--- src/rtl/master_fsm_multi_if.sv ---
// master_fsm_multi_if: bundles the button pulses going into the sequencing
// FSM and the state/shift/level signals coming out of it.
//   master modport: the pulse source (debounced buttons, or a bench)
//   slave modport : the sequencing FSM itself
//
// Handshake semantics: next/prev/faster/slower are single-cycle pulses
// sampled at the rising clock edge. There is no ready/backpressure path;
// every pulse is consumed in the cycle it is present. shift_left and
// shift_right are single-cycle registered pulses with the same meaning
// toward the tempo shifters.
interface master_fsm_multi_if #(
  parameter int NUM_CH  = 2,
  parameter int STATE_W = 3,
  parameter int SPEED_W = 3
);
  localparam int CH_W = (NUM_CH > 1) ? $clog2(NUM_CH) : 1;

  logic                      next;
  logic                      prev;
  logic                      faster;
  logic                      slower;
  logic [STATE_W-1:0]        state;
  logic                      edit_active;
  logic [CH_W-1:0]           edit_ch;
  logic [NUM_CH-1:0]         shift_left;
  logic [NUM_CH-1:0]         shift_right;
  logic [NUM_CH*SPEED_W-1:0] speed_level;
  logic [NUM_CH-1:0]         at_limit;

  modport master (
    output next, prev, faster, slower,
    input  state, edit_active, edit_ch, shift_left, shift_right,
           speed_level, at_limit
  );

  modport slave (
    input  next, prev, faster, slower,
    output state, edit_active, edit_ch, shift_left, shift_right,
           speed_level, at_limit
  );
endinterface

--- src/rtl/master_fsm_multi.sv ---
// master_fsm_multi: ring of idle/play/view/edit states for NUM_CH channels.
// State ring: 0 = idle, 1 = play, channel i view = 2i+2, edit = 2i+3.
// In a channel's edit state, faster/slower pulses become one-cycle
// registered shift pulses and move a saturating per-channel speed level.
//
// Optional feature (macro MASTER_FSM_EDIT_TIMEOUT_EN): an idle counter that
// drops an edit state back to its view state after TIMEOUT_CYCLES cycles
// without any input pulse. With the macro undefined no counter exists and
// edit states persist until next/prev.
//
// The registered state is visible on bus.state for checkers.
module master_fsm_multi #(
  parameter int NUM_CH         = 2,
  parameter int STATE_W        = 3,
  parameter int SPEED_W        = 3,
  parameter int SPEED_INIT     = 4,
  parameter int TIMEOUT_CYCLES = 1000
) (
  input logic               clock,
  input logic               reset,
  master_fsm_multi_if.slave bus
);

  localparam int NUM_STATES = 2 * NUM_CH + 2;
  localparam int CH_W       = (NUM_CH > 1) ? $clog2(NUM_CH) : 1;

  localparam logic [STATE_W-1:0] LAST_STATE = STATE_W'(NUM_STATES - 1);
  localparam logic [SPEED_W-1:0] LEVEL_MAX  = '1;
  localparam logic [SPEED_W-1:0] LEVEL_INIT = SPEED_W'(SPEED_INIT);
  localparam logic               INIT_AT_LIMIT =
    (LEVEL_INIT == '0) || (LEVEL_INIT == LEVEL_MAX);

  // Refuse to elaborate a ring that does not fit in the state register or
  // a timeout that could never count.
  if (((2 ** STATE_W) < NUM_STATES) || (TIMEOUT_CYCLES < 1)) begin : g_bad_config
    $error("master_fsm_multi: STATE_W too small for ring, or TIMEOUT_CYCLES < 1");
  end

  // ---------------------------------------------------------------------
  // State
  // ---------------------------------------------------------------------
  logic [STATE_W-1:0] state_q;
  logic [STATE_W-1:0] state_d;
  logic [NUM_CH-1:0]  edit_sel;     // one-hot: which channel's edit state we are in
  logic               is_edit;
  logic [CH_W-1:0]    edit_ch_c;
  logic               timeout_fire;

  // ---------------------------------------------------------------------
  // Per-channel speed levels and shift pulses
  // ---------------------------------------------------------------------
  logic [SPEED_W-1:0]        level_q [NUM_CH];
  logic [SPEED_W-1:0]        level_d [NUM_CH];
  logic [NUM_CH-1:0]         shift_left_q;
  logic [NUM_CH-1:0]         shift_left_d;
  logic [NUM_CH-1:0]         shift_right_q;
  logic [NUM_CH-1:0]         shift_right_d;
  logic [NUM_CH-1:0]         at_limit_q;
  logic [NUM_CH-1:0]         at_limit_d;
  logic [NUM_CH*SPEED_W-1:0] speed_flat;

  // State register: the ring position, cleared to idle by reset.
  always_ff @(posedge clock or negedge reset) begin
    if (!reset) begin
      state_q <= '0;
    end else begin
      state_q <= state_d;
    end
  end

  // Next-state logic: next/prev step the ring with wrap, both together
  // cancel, illegal encodings recover to idle, and an expired edit timeout
  // steps back to the channel's view state only when no pulse is present.
  always_comb begin
    state_d = state_q;
    if (state_q > LAST_STATE) begin
      state_d = '0;
    end else if (bus.next && !bus.prev) begin
      state_d = (state_q == LAST_STATE) ? '0 : state_q + STATE_W'(1);
    end else if (bus.prev && !bus.next) begin
      state_d = (state_q == '0) ? LAST_STATE : state_q - STATE_W'(1);
    end else if (timeout_fire) begin
      state_d = state_q - STATE_W'(1);
    end
  end

  // Output decode: which edit state (if any) the registered state is in.
  always_comb begin
    edit_sel  = '0;
    is_edit   = 1'b0;
    edit_ch_c = '0;
    for (int i = 0; i < NUM_CH; i++) begin
      if (state_q == STATE_W'(2 * i + 3)) begin
        edit_sel[i] = 1'b1;
        is_edit     = 1'b1;
        edit_ch_c   = CH_W'(i);
      end
    end
  end

  // Shift decision: uses the pre-transition state, so a shift and a
  // next/prev in the same cycle both take effect. A level at its end stop
  // swallows the request entirely (no pulse, no wrap).
  always_comb begin
    shift_left_d  = '0;
    shift_right_d = '0;
    for (int i = 0; i < NUM_CH; i++) begin
      level_d[i] = level_q[i];
    end
    for (int i = 0; i < NUM_CH; i++) begin
      if (edit_sel[i]) begin
        if (bus.faster && !bus.slower && (level_q[i] != LEVEL_MAX)) begin
          shift_left_d[i] = 1'b1;
          level_d[i]      = level_q[i] + SPEED_W'(1);
        end else if (bus.slower && !bus.faster && (level_q[i] != '0)) begin
          shift_right_d[i] = 1'b1;
          level_d[i]       = level_q[i] - SPEED_W'(1);
        end
      end
    end
    for (int i = 0; i < NUM_CH; i++) begin
      at_limit_d[i] = (level_d[i] == '0) || (level_d[i] == LEVEL_MAX);
    end
  end

  // Level, shift-pulse and limit-flag registers.
  always_ff @(posedge clock or negedge reset) begin
    if (!reset) begin
      shift_left_q  <= '0;
      shift_right_q <= '0;
      at_limit_q    <= {NUM_CH{INIT_AT_LIMIT}};
      for (int i = 0; i < NUM_CH; i++) begin
        level_q[i] <= LEVEL_INIT;
      end
    end else begin
      shift_left_q  <= shift_left_d;
      shift_right_q <= shift_right_d;
      at_limit_q    <= at_limit_d;
      for (int i = 0; i < NUM_CH; i++) begin
        level_q[i] <= level_d[i];
      end
    end
  end

  // Pack the per-channel levels, channel i at [i*SPEED_W +: SPEED_W].
  always_comb begin
    speed_flat = '0;
    for (int i = 0; i < NUM_CH; i++) begin
      speed_flat[i*SPEED_W +: SPEED_W] = level_q[i];
    end
  end

  // ---------------------------------------------------------------------
  // Optional edit-state idle timeout
  // ---------------------------------------------------------------------
`ifdef MASTER_FSM_EDIT_TIMEOUT_EN
  localparam int             TO_W    = $clog2(TIMEOUT_CYCLES + 1);
  localparam logic [TO_W-1:0] TO_LAST = TO_W'(TIMEOUT_CYCLES - 1);

  logic [TO_W-1:0] to_cnt_q;
  logic [TO_W-1:0] to_cnt_d;
  logic            any_pulse;

  // Idle counting: runs only in an edit state with no pulse. Any pulse,
  // any state change, and being outside an edit state all hold it at zero,
  // so entering an edit state always starts from zero.
  always_comb begin
    any_pulse    = bus.next | bus.prev | bus.faster | bus.slower;
    timeout_fire = is_edit && !any_pulse && (to_cnt_q == TO_LAST);
    if (is_edit && !any_pulse && !timeout_fire) begin
      to_cnt_d = to_cnt_q + TO_W'(1);
    end else begin
      to_cnt_d = '0;
    end
  end

  // Idle counter register.
  always_ff @(posedge clock or negedge reset) begin
    if (!reset) begin
      to_cnt_q <= '0;
    end else begin
      to_cnt_q <= to_cnt_d;
    end
  end
`else
  assign timeout_fire = 1'b0;
`endif

  // ---------------------------------------------------------------------
  // Outputs
  // ---------------------------------------------------------------------
  assign bus.state       = state_q;
  assign bus.edit_active = is_edit;
  assign bus.edit_ch     = edit_ch_c;
  assign bus.shift_left  = shift_left_q;
  assign bus.shift_right = shift_right_q;
  assign bus.speed_level = speed_flat;
  assign bus.at_limit    = at_limit_q;

endmodule

--- src/flat_wrapper.sv ---
// flat-port wrapper written by rule: the top's interface ports become plain ports
module master_fsm_multi_flat 
#(
  parameter int NUM_CH         = 2,
  parameter int STATE_W        = 3,
  parameter int SPEED_W        = 3,
  parameter int SPEED_INIT     = 4,
  parameter int TIMEOUT_CYCLES = 1000
)
  (clock, reset, bus_next, bus_prev, bus_faster, bus_slower, bus_state, bus_edit_active, bus_edit_ch, bus_shift_left, bus_shift_right, bus_speed_level, bus_at_limit);
  master_fsm_multi_if #(.NUM_CH(NUM_CH), .STATE_W(STATE_W), .SPEED_W(SPEED_W)) bus_i ();
  input logic clock;
  input logic reset;
  input wire logic [$bits(bus_i.next)-1:0] bus_next;
  input wire logic [$bits(bus_i.prev)-1:0] bus_prev;
  input wire logic [$bits(bus_i.faster)-1:0] bus_faster;
  input wire logic [$bits(bus_i.slower)-1:0] bus_slower;
  output wire logic [$bits(bus_i.state)-1:0] bus_state;
  output wire logic [$bits(bus_i.edit_active)-1:0] bus_edit_active;
  output wire logic [$bits(bus_i.edit_ch)-1:0] bus_edit_ch;
  output wire logic [$bits(bus_i.shift_left)-1:0] bus_shift_left;
  output wire logic [$bits(bus_i.shift_right)-1:0] bus_shift_right;
  output wire logic [$bits(bus_i.speed_level)-1:0] bus_speed_level;
  output wire logic [$bits(bus_i.at_limit)-1:0] bus_at_limit;
  assign bus_i.next = bus_next;
  assign bus_i.prev = bus_prev;
  assign bus_i.faster = bus_faster;
  assign bus_i.slower = bus_slower;
  assign bus_state = bus_i.state;
  assign bus_edit_active = bus_i.edit_active;
  assign bus_edit_ch = bus_i.edit_ch;
  assign bus_shift_left = bus_i.shift_left;
  assign bus_shift_right = bus_i.shift_right;
  assign bus_speed_level = bus_i.speed_level;
  assign bus_at_limit = bus_i.at_limit;
  master_fsm_multi #(.NUM_CH(NUM_CH), .STATE_W(STATE_W), .SPEED_W(SPEED_W), .SPEED_INIT(SPEED_INIT), .TIMEOUT_CYCLES(TIMEOUT_CYCLES)) u_core (.clock(clock), .reset(reset), .bus(bus_i));
endmodule
--- config.mk ---
export PLATFORM = sky130hd
export DESIGN_NAME = master_fsm_multi_flat
export DESIGN_NICKNAME = d
export VERILOG_FILES = /design/src/rtl/master_fsm_multi_if.sv /design/src/rtl/master_fsm_multi.sv /design/src/flat_wrapper.sv
export SDC_FILE = /design/constraint.sdc
export NUM_CORES = 1
export LEC_CHECK = 0
export CAP_MARGIN = 0
export CORE_AREA = 5 5 52 54
export DETAILED_ROUTE_END_ITERATION = 10
export DIE_AREA = 0 0 57 59
export PLACE_DENSITY_LB_ADDON = 0.2
export SLEW_MARGIN = 25
export SYNTH_ARGS = -nofsm -noshare
export SYNTH_HDL_FRONTEND = slang
export SYNTH_SLANG_ARGS = --single-unit
export TNS_END_PERCENT = 50
--- constraint.sdc ---
create_clock -name clock -period 2.2 [get_ports clock]
set_input_delay 0.33 -clock clock [delete_from_list [all_inputs] [get_ports clock]]
set_output_delay 0.33 -clock clock [all_outputs]
set_load 0.005 [all_outputs]
# After elaboration in Yosys (flattened, before gate mapping)
# Cells that the tools add are included.
classes:
  order_cmp: 1
  n_mux: 24
  eq_ne: 6
  reduce_logical: 20
  add_sub_neg: 6
op_table:
  columns: ["op", "n"]
  rows:
  - ["3-bit 2-to-1 mux", 11]
  - ["1-bit 2-to-1 mux", 13]
  - ["3-bit by 1-bit adder with 3-bit output, second input constant", 3]
  - ["3-bit == test, second input constant", 3]
  - ["3-bit logical NOT", 3]
  - ["3-bit nonzero test", 3]
  - ["3-bit by 1-bit subtractor with 3-bit output, second input constant", 3]
  - ["1-bit logical AND", 8]
  - ["3-bit != test, second input constant", 2]
  - ["1-bit logical NOT", 4]
  - ["3-bit by 2-bit == test with 1-bit output, second input constant", 1]
  - ["3-bit > comparator, second input constant", 1]
  - ["1-bit logical OR", 2]
word_totals:
  regBits: 15
  out_inout_bits: 17
  elab_cells: 63

# Logic depth before layout (Yosys ltp)
logic_depth:
  ltp_word: 8
  mapped_depth: 8
  ltp_nobuf: 7

# Least setup slack after synthesis
# Ideal clock, no wire load.
synth_path:
  kind: "reg2reg"
  start: "register u_core.level_q (netlist bit u_core.bus.speed_level[0])"
  end: "register u_core.at_limit_q[0] (netlist: u_core.bus.at_limit[0])"
  path_buffers: 0
  arrival_time_ns: 1.771
  path_stages_with_launch: 8
  setup_ns: 0.079
  setup_slack_ns: 0.350
  synth_period_minus_slack_ns: 1.850
  required_ns: 2.121
  path_cell_list: "dfrtp_1 -> ha_1 -> ha_1 -> or3b_4 -> nand3_2 -> o211ai_1 -> or3_1 -> mux2i_1"
synth_lines:
  columns: ["item", "line_no", "text"]
  rows:
  - ["start: declaration", "master_fsm_multi.sv:52", "logic [SPEED_W-1:0] level_q [NUM_CH];"]
  - ["start signal: indexed assignment", "master_fsm_multi.sv:140", "level_q[i] <= level_d[i];"]
  - ["end signal: assignment", "master_fsm_multi.sv:131", "at_limit_q <= {NUM_CH{INIT_AT_LIMIT}};"]
  - ["end signal: assignment", "master_fsm_multi.sv:138", "at_limit_q <= at_limit_d;"]
  - ["end: declaration", "master_fsm_multi.sv:58", "logic [NUM_CH-1:0] at_limit_q;"]

# Final worst setup path
layout_path:
  start: "register u_core.state_q[1] (netlist: u_core.bus.state[1])"
  end: "output port bus_edit_active"
layout_via:
  elab_chain_cells: 3
layout_lines:
  columns: ["item", "line_no", "text"]
  rows:
  - ["start: declaration", "master_fsm_multi.sv:42", "logic [STATE_W-1:0] state_q;"]
  - ["start signal: assignment", "master_fsm_multi.sv:67", "state_q <= state_d;"]
  - ["3-bit by 2-bit == test with 1-bit output", "master_fsm_multi.sv:93", "if (state_q == STATE_W'(2 * i + 3)) begin"]
  - ["1-bit 2-to-1 mux", "master_fsm_multi.sv:93", null]
  - ["1-bit 2-to-1 mux *", "master_fsm_multi.sv:93", null]
  - ["end: declaration", "flat_wrapper.sv:19", "output wire logic [$bits(bus_i.edit_active)-1:0] bus_edit_active;"]
# Every way passes the cells marked *; elsewhere a longest branch is shown, timed or not.

==> summary.md <==
| Metric | Value |
|---|---|
| CP Launch Type | `register` |
| Initial DRC Count | `20` |
| Met3 Wirelength | `127 um` |
| Sw Ratio | `0.375` |
| GR Overflow Total | `0` |
| Synthesized area | `1020 um2` |
| Post-CTS Hold Buffers | `0` |
| Flop pwr share | `0.312` |
| Fin. Hold Viols | `0` |
| Actual slew at the worst max-slew pin | `~0.69 ns` |
| Peak VDD IR | `~0.70 mV` |
| Area growth syn-to-layout | `29.7%` |
| CP Buf/Inv Count | `2` |
| Sequential area share after synthesis | `0.371` |
| Pre-antenna DRT Iters | `4` |
| Final Routed Wirelength | `2200 um` |
| # fillers | `approximately 200` |
| Max Fclk | `478 MHz` |
| Worst endpoint data arrival time | `1.76 ns` |
| Post-DP Area | `1270 um2` |
| Crit path capture type | `primary output` |
| CP required | `1.87 ns` |
| Vias in the first global route | `829` |
| Post-Synthesis Cells | `104` |
| Critical path's top delay family | `buffers and inverters` |
| CTS tree | `built` |
| Clock sink total | `15` |
| Max-Cap Viols | `0` |
| Wire length on met1 | `939 um` |
| Yosys cell types | `44` |
| Tot GR Track Use | `0.146` |
| H-tree depth | `1` |
| RSZ-0062 raised after global routing | `no` |
| Synth Register Bits | `15` |
| Diode count | `0` |
| DIE HEIGHT | `59 um` |
| P_leak | `0.582 nW` |
| PwrDens | `1090 nW/um2` |
| Yosys warns | `0` |
| Initial core utilization | `0.469` |
| Crit-path max cell delay | `0.46 ns` |
| # rows | `17` |
| Met2 routed WL | `roughly 1100 um` |
| Final total power | `between 1 and 1.5 mW` |
| Final instance area | `between 1000 and 1500 um2` |
| Largest net degree at the start of global routing | `16` |
| DR vias | `868` |
| Pint | `around 900 uW` |
| Crit Path Max Fanout | `6` |
| Worst clock skew | `0.00353 ns` |
| Routed Antenna Nets | `0` |
| CTS Buffer Depth | `2` |
| Fin crit share | `0.952` |
| Reg clk slew, reported paths | `0.09 ns` |
| Drt wl/cell | `around 14 um` |
| Routability congestion estimate | `between 0.7 and 0.8` |
| Relative slew slack | `0.540` |
| PortBufs | `22` |
| Top Layer Used | `met4` |
| Num CTS Buffers | `3` |
| Final setup viols | `0` |
| Mapped Avg Cell Area | `9.79 um2` |
| Outcome | `completed` |
| Vias/cell | `5.43` |
| Share of cells above drive strength 1 | `0.182` |
| RR Startpoint | `u_core.bus.speed_level[0]` |
| Kind of critical path | `register to primary output` |
| Min cycle time layout | `2.09 ns` |
| First-pass GRT wire length | `3770 um` |
| Sw power | `539 uW` |
| Die ar. | `between 3000 and 4000 um2` |
| Clock power frac | `0.112` |
| Critical path's slowest cell | `clkdlybuf4s50_1` |
| Die X | `57 um` |
| Clock latency on the worst-skew pair | `0.29 ns` |
| Initial antenna violation count | `0` |
| Residual DRC count | `0` |
| Setup_tns | `0 ns` |
| Hpwl dp | `1700 um` |
| Post-Syn Nets | `120` |
| I/O pin count | `23` |
| CP Launch Point | `u_core.bus.state[1]` |
| Worst hold path class | `input pin to async pin` |
| Critical Path, Cell by Cell | `and2_1 > ha_2 > inv_1 > nand2_1 > clkdlybuf4s50_1` |
| CORE AREA | `about 2200 um2` |
| Layout net count | `149` |
| Combinational power share | `0.576` |
| Most frequent cells in the layout | `clkdlybuf4s50_1 (22), inv_1 (11), dfrtp_1 (11)` |
| Root Driver | `clkbuf_4` |
| Slew Viols, Final | `0` |
| Commonest non-fill, non-tap cell in the layout | `clkdlybuf4s50_1` |
[per-layer routing]
metal	track usage	vias up
met2	0.245	21
met5	0	-
met4	0.0695	0
met3	0.0545	5
met1	0.165	413
li1	-	429
[synthesized netlist by cell type]
| library cell | n | area, um2 |
|---|---|---|
| buf_6 | 1 | 11.3 |
| inv_1 | 11 | 41.3 |
| xor2_1 | 1 | 8.76 |
| nor2b_1 | 1 | 6.26 |
| a2bb2oi_1 | 2 | 17.5 |
| a21oi_2 | 1 | 8.76 |
| or3b_1 | 1 | 8.76 |
| or2_2 | 2 | 12.5 |
| o21ai_0 | 3 | 15.0 |
| nor3_4 | 1 | 16.3 |
| mux2i_1 | 2 | 20.0 |
| nor3b_1 | 2 | 15.0 |
| or3b_4 | 1 | 11.3 |
| a31oi_1 | 1 | 6.26 |
| nand3b_1 | 2 | 15.0 |
| a211o_1 | 1 | 8.76 |
| nor4b_1 | 1 | 8.76 |
| nand2_1 | 3 | 11.3 |
| a311oi_1 | 1 | 8.76 |
| o211ai_1 | 2 | 15.0 |
| o21bai_1 | 2 | 15.0 |
| clkbuf_2 | 1 | 5.00 |
| a21oi_1 | 4 | 20.0 |
| dfrtp_1 | 13 | 325 |
| nand3_1 | 1 | 5.00 |
| nor2_1 | 6 | 22.5 |
| nand2b_1 | 3 | 18.8 |
| o32ai_1 | 1 | 8.76 |
| and3_2 | 2 | 15.0 |
| mux2_2 | 1 | 11.3 |
| o21a_1 | 3 | 22.5 |
| ha_1 | 10 | 125 |
| a211o_2 | 1 | 10.0 |
| o22ai_1 | 1 | 6.26 |
| dfstp_2 | 2 | 52.6 |
| a32oi_1 | 1 | 8.76 |
| nand3_2 | 1 | 10.0 |
| o211a_1 | 1 | 10.0 |
| and2_1 | 2 | 12.5 |
| a21o_2 | 1 | 8.76 |
| nor3_1 | 4 | 20.0 |
| a22oi_1 | 1 | 7.51 |
| or3_1 | 1 | 6.26 |
| buf_2 | 1 | 5.00 |
[registers in the layout (all words and copies together) (netlist names)]
signal / cells
u_core.bus.at_limit: 2
u_core.bus.state: 3
u_core.bus.speed_level: 6
u_core.bus.shift_right: 2
u_core.bus.shift_left: 2
[what timing repair did]
item / 4_1_cts / 5_1_grt
endpoints found under the hold margin: 0 / 0
endpoints found under the setup margin: 1 / 1
buffers inserted: 0 / 2
resized for setup: 2 / 1
[worst reg2reg max path: cells and delay by family (launching register included)]
kind,cells,cell delay [ns]
simple gates,3,0.83
flops,1,0.44
fa+ha+maj,2,0.42
compound gates,1,0.12
mux,1,0.12
[through the flow]
stage | worst slack (ns) | utilization | std cells | hold WS (ns)
finish | 0.106 | 0.609 | 160 | 0.449
global route | 0.0131 | 0.609 | 160 | 0.489
CTS | 0.0191 | 0.601 | 158 | 0.461
detailed placement | 0.119 | 0.588 | 154 | 0.598
global placement | 0.175 | 0.588 | 154 | 0.594
floorplan | 0.350 | - | 104 | 0.0344
[layout make-up]
| class | count | area, um2 | area share |
|---|---|---|---|
| timing repair buffer | 27 | 258 | 0.195 |
| sequential | 15 | 380 | 0.288 |
| inverter | 11 | 41.3 | 0.0312 |
| multi-input combinational | 75 | 581 | 0.439 |
| clock buffer | 4 | 26.3 | 0.0199 |
| tap | 28 | 35.0 | 0.0265 |
[cell families after synthesis]
kind of cell,Yosys count,synth area share
multiplexers,3,0.0307
XOR/XNOR,1,0.00860
flip-flops,15,0.371
AND/OR/NAND/NOR,34,0.211
adder cells (fa/ha/maj),10,0.123
AO/OA/AOI/OAI,27,0.194
buffers and inverters,14,0.0614
[power groups by stage]
stage / combinational [mW] / sequential (mW) / clock, mW
2_1_floorplan: 0.468 / 0.451 / 0
3_3_place_gp: 0.748 / 0.474 / 0
3_5_place_dp: 0.773 / 0.476 / 0
4_1_cts: 0.780 / 0.475 / 0.169
5_1_grt: 0.919 / 0.463 / 0.185
6_report: 0.828 / 0.448 / 0.161
[final timing paths]
kind	to	slack (ns)	depth (start not counted)
worst min-delay path	u_core.bus.at_limit[0]	0.45	1
worst max register to register	u_core.bus.at_limit[0]	0.20	7
worst min register to register	u_core.bus.state[0]	0.60	2
min in group clock	u_core.bus.state[0]	0.60	2
max in group asynchronous	u_core.bus.state[0]	1.27	1
worst max-delay path	bus_edit_active	0.11	5
Power figures use the tool's default switching activity.
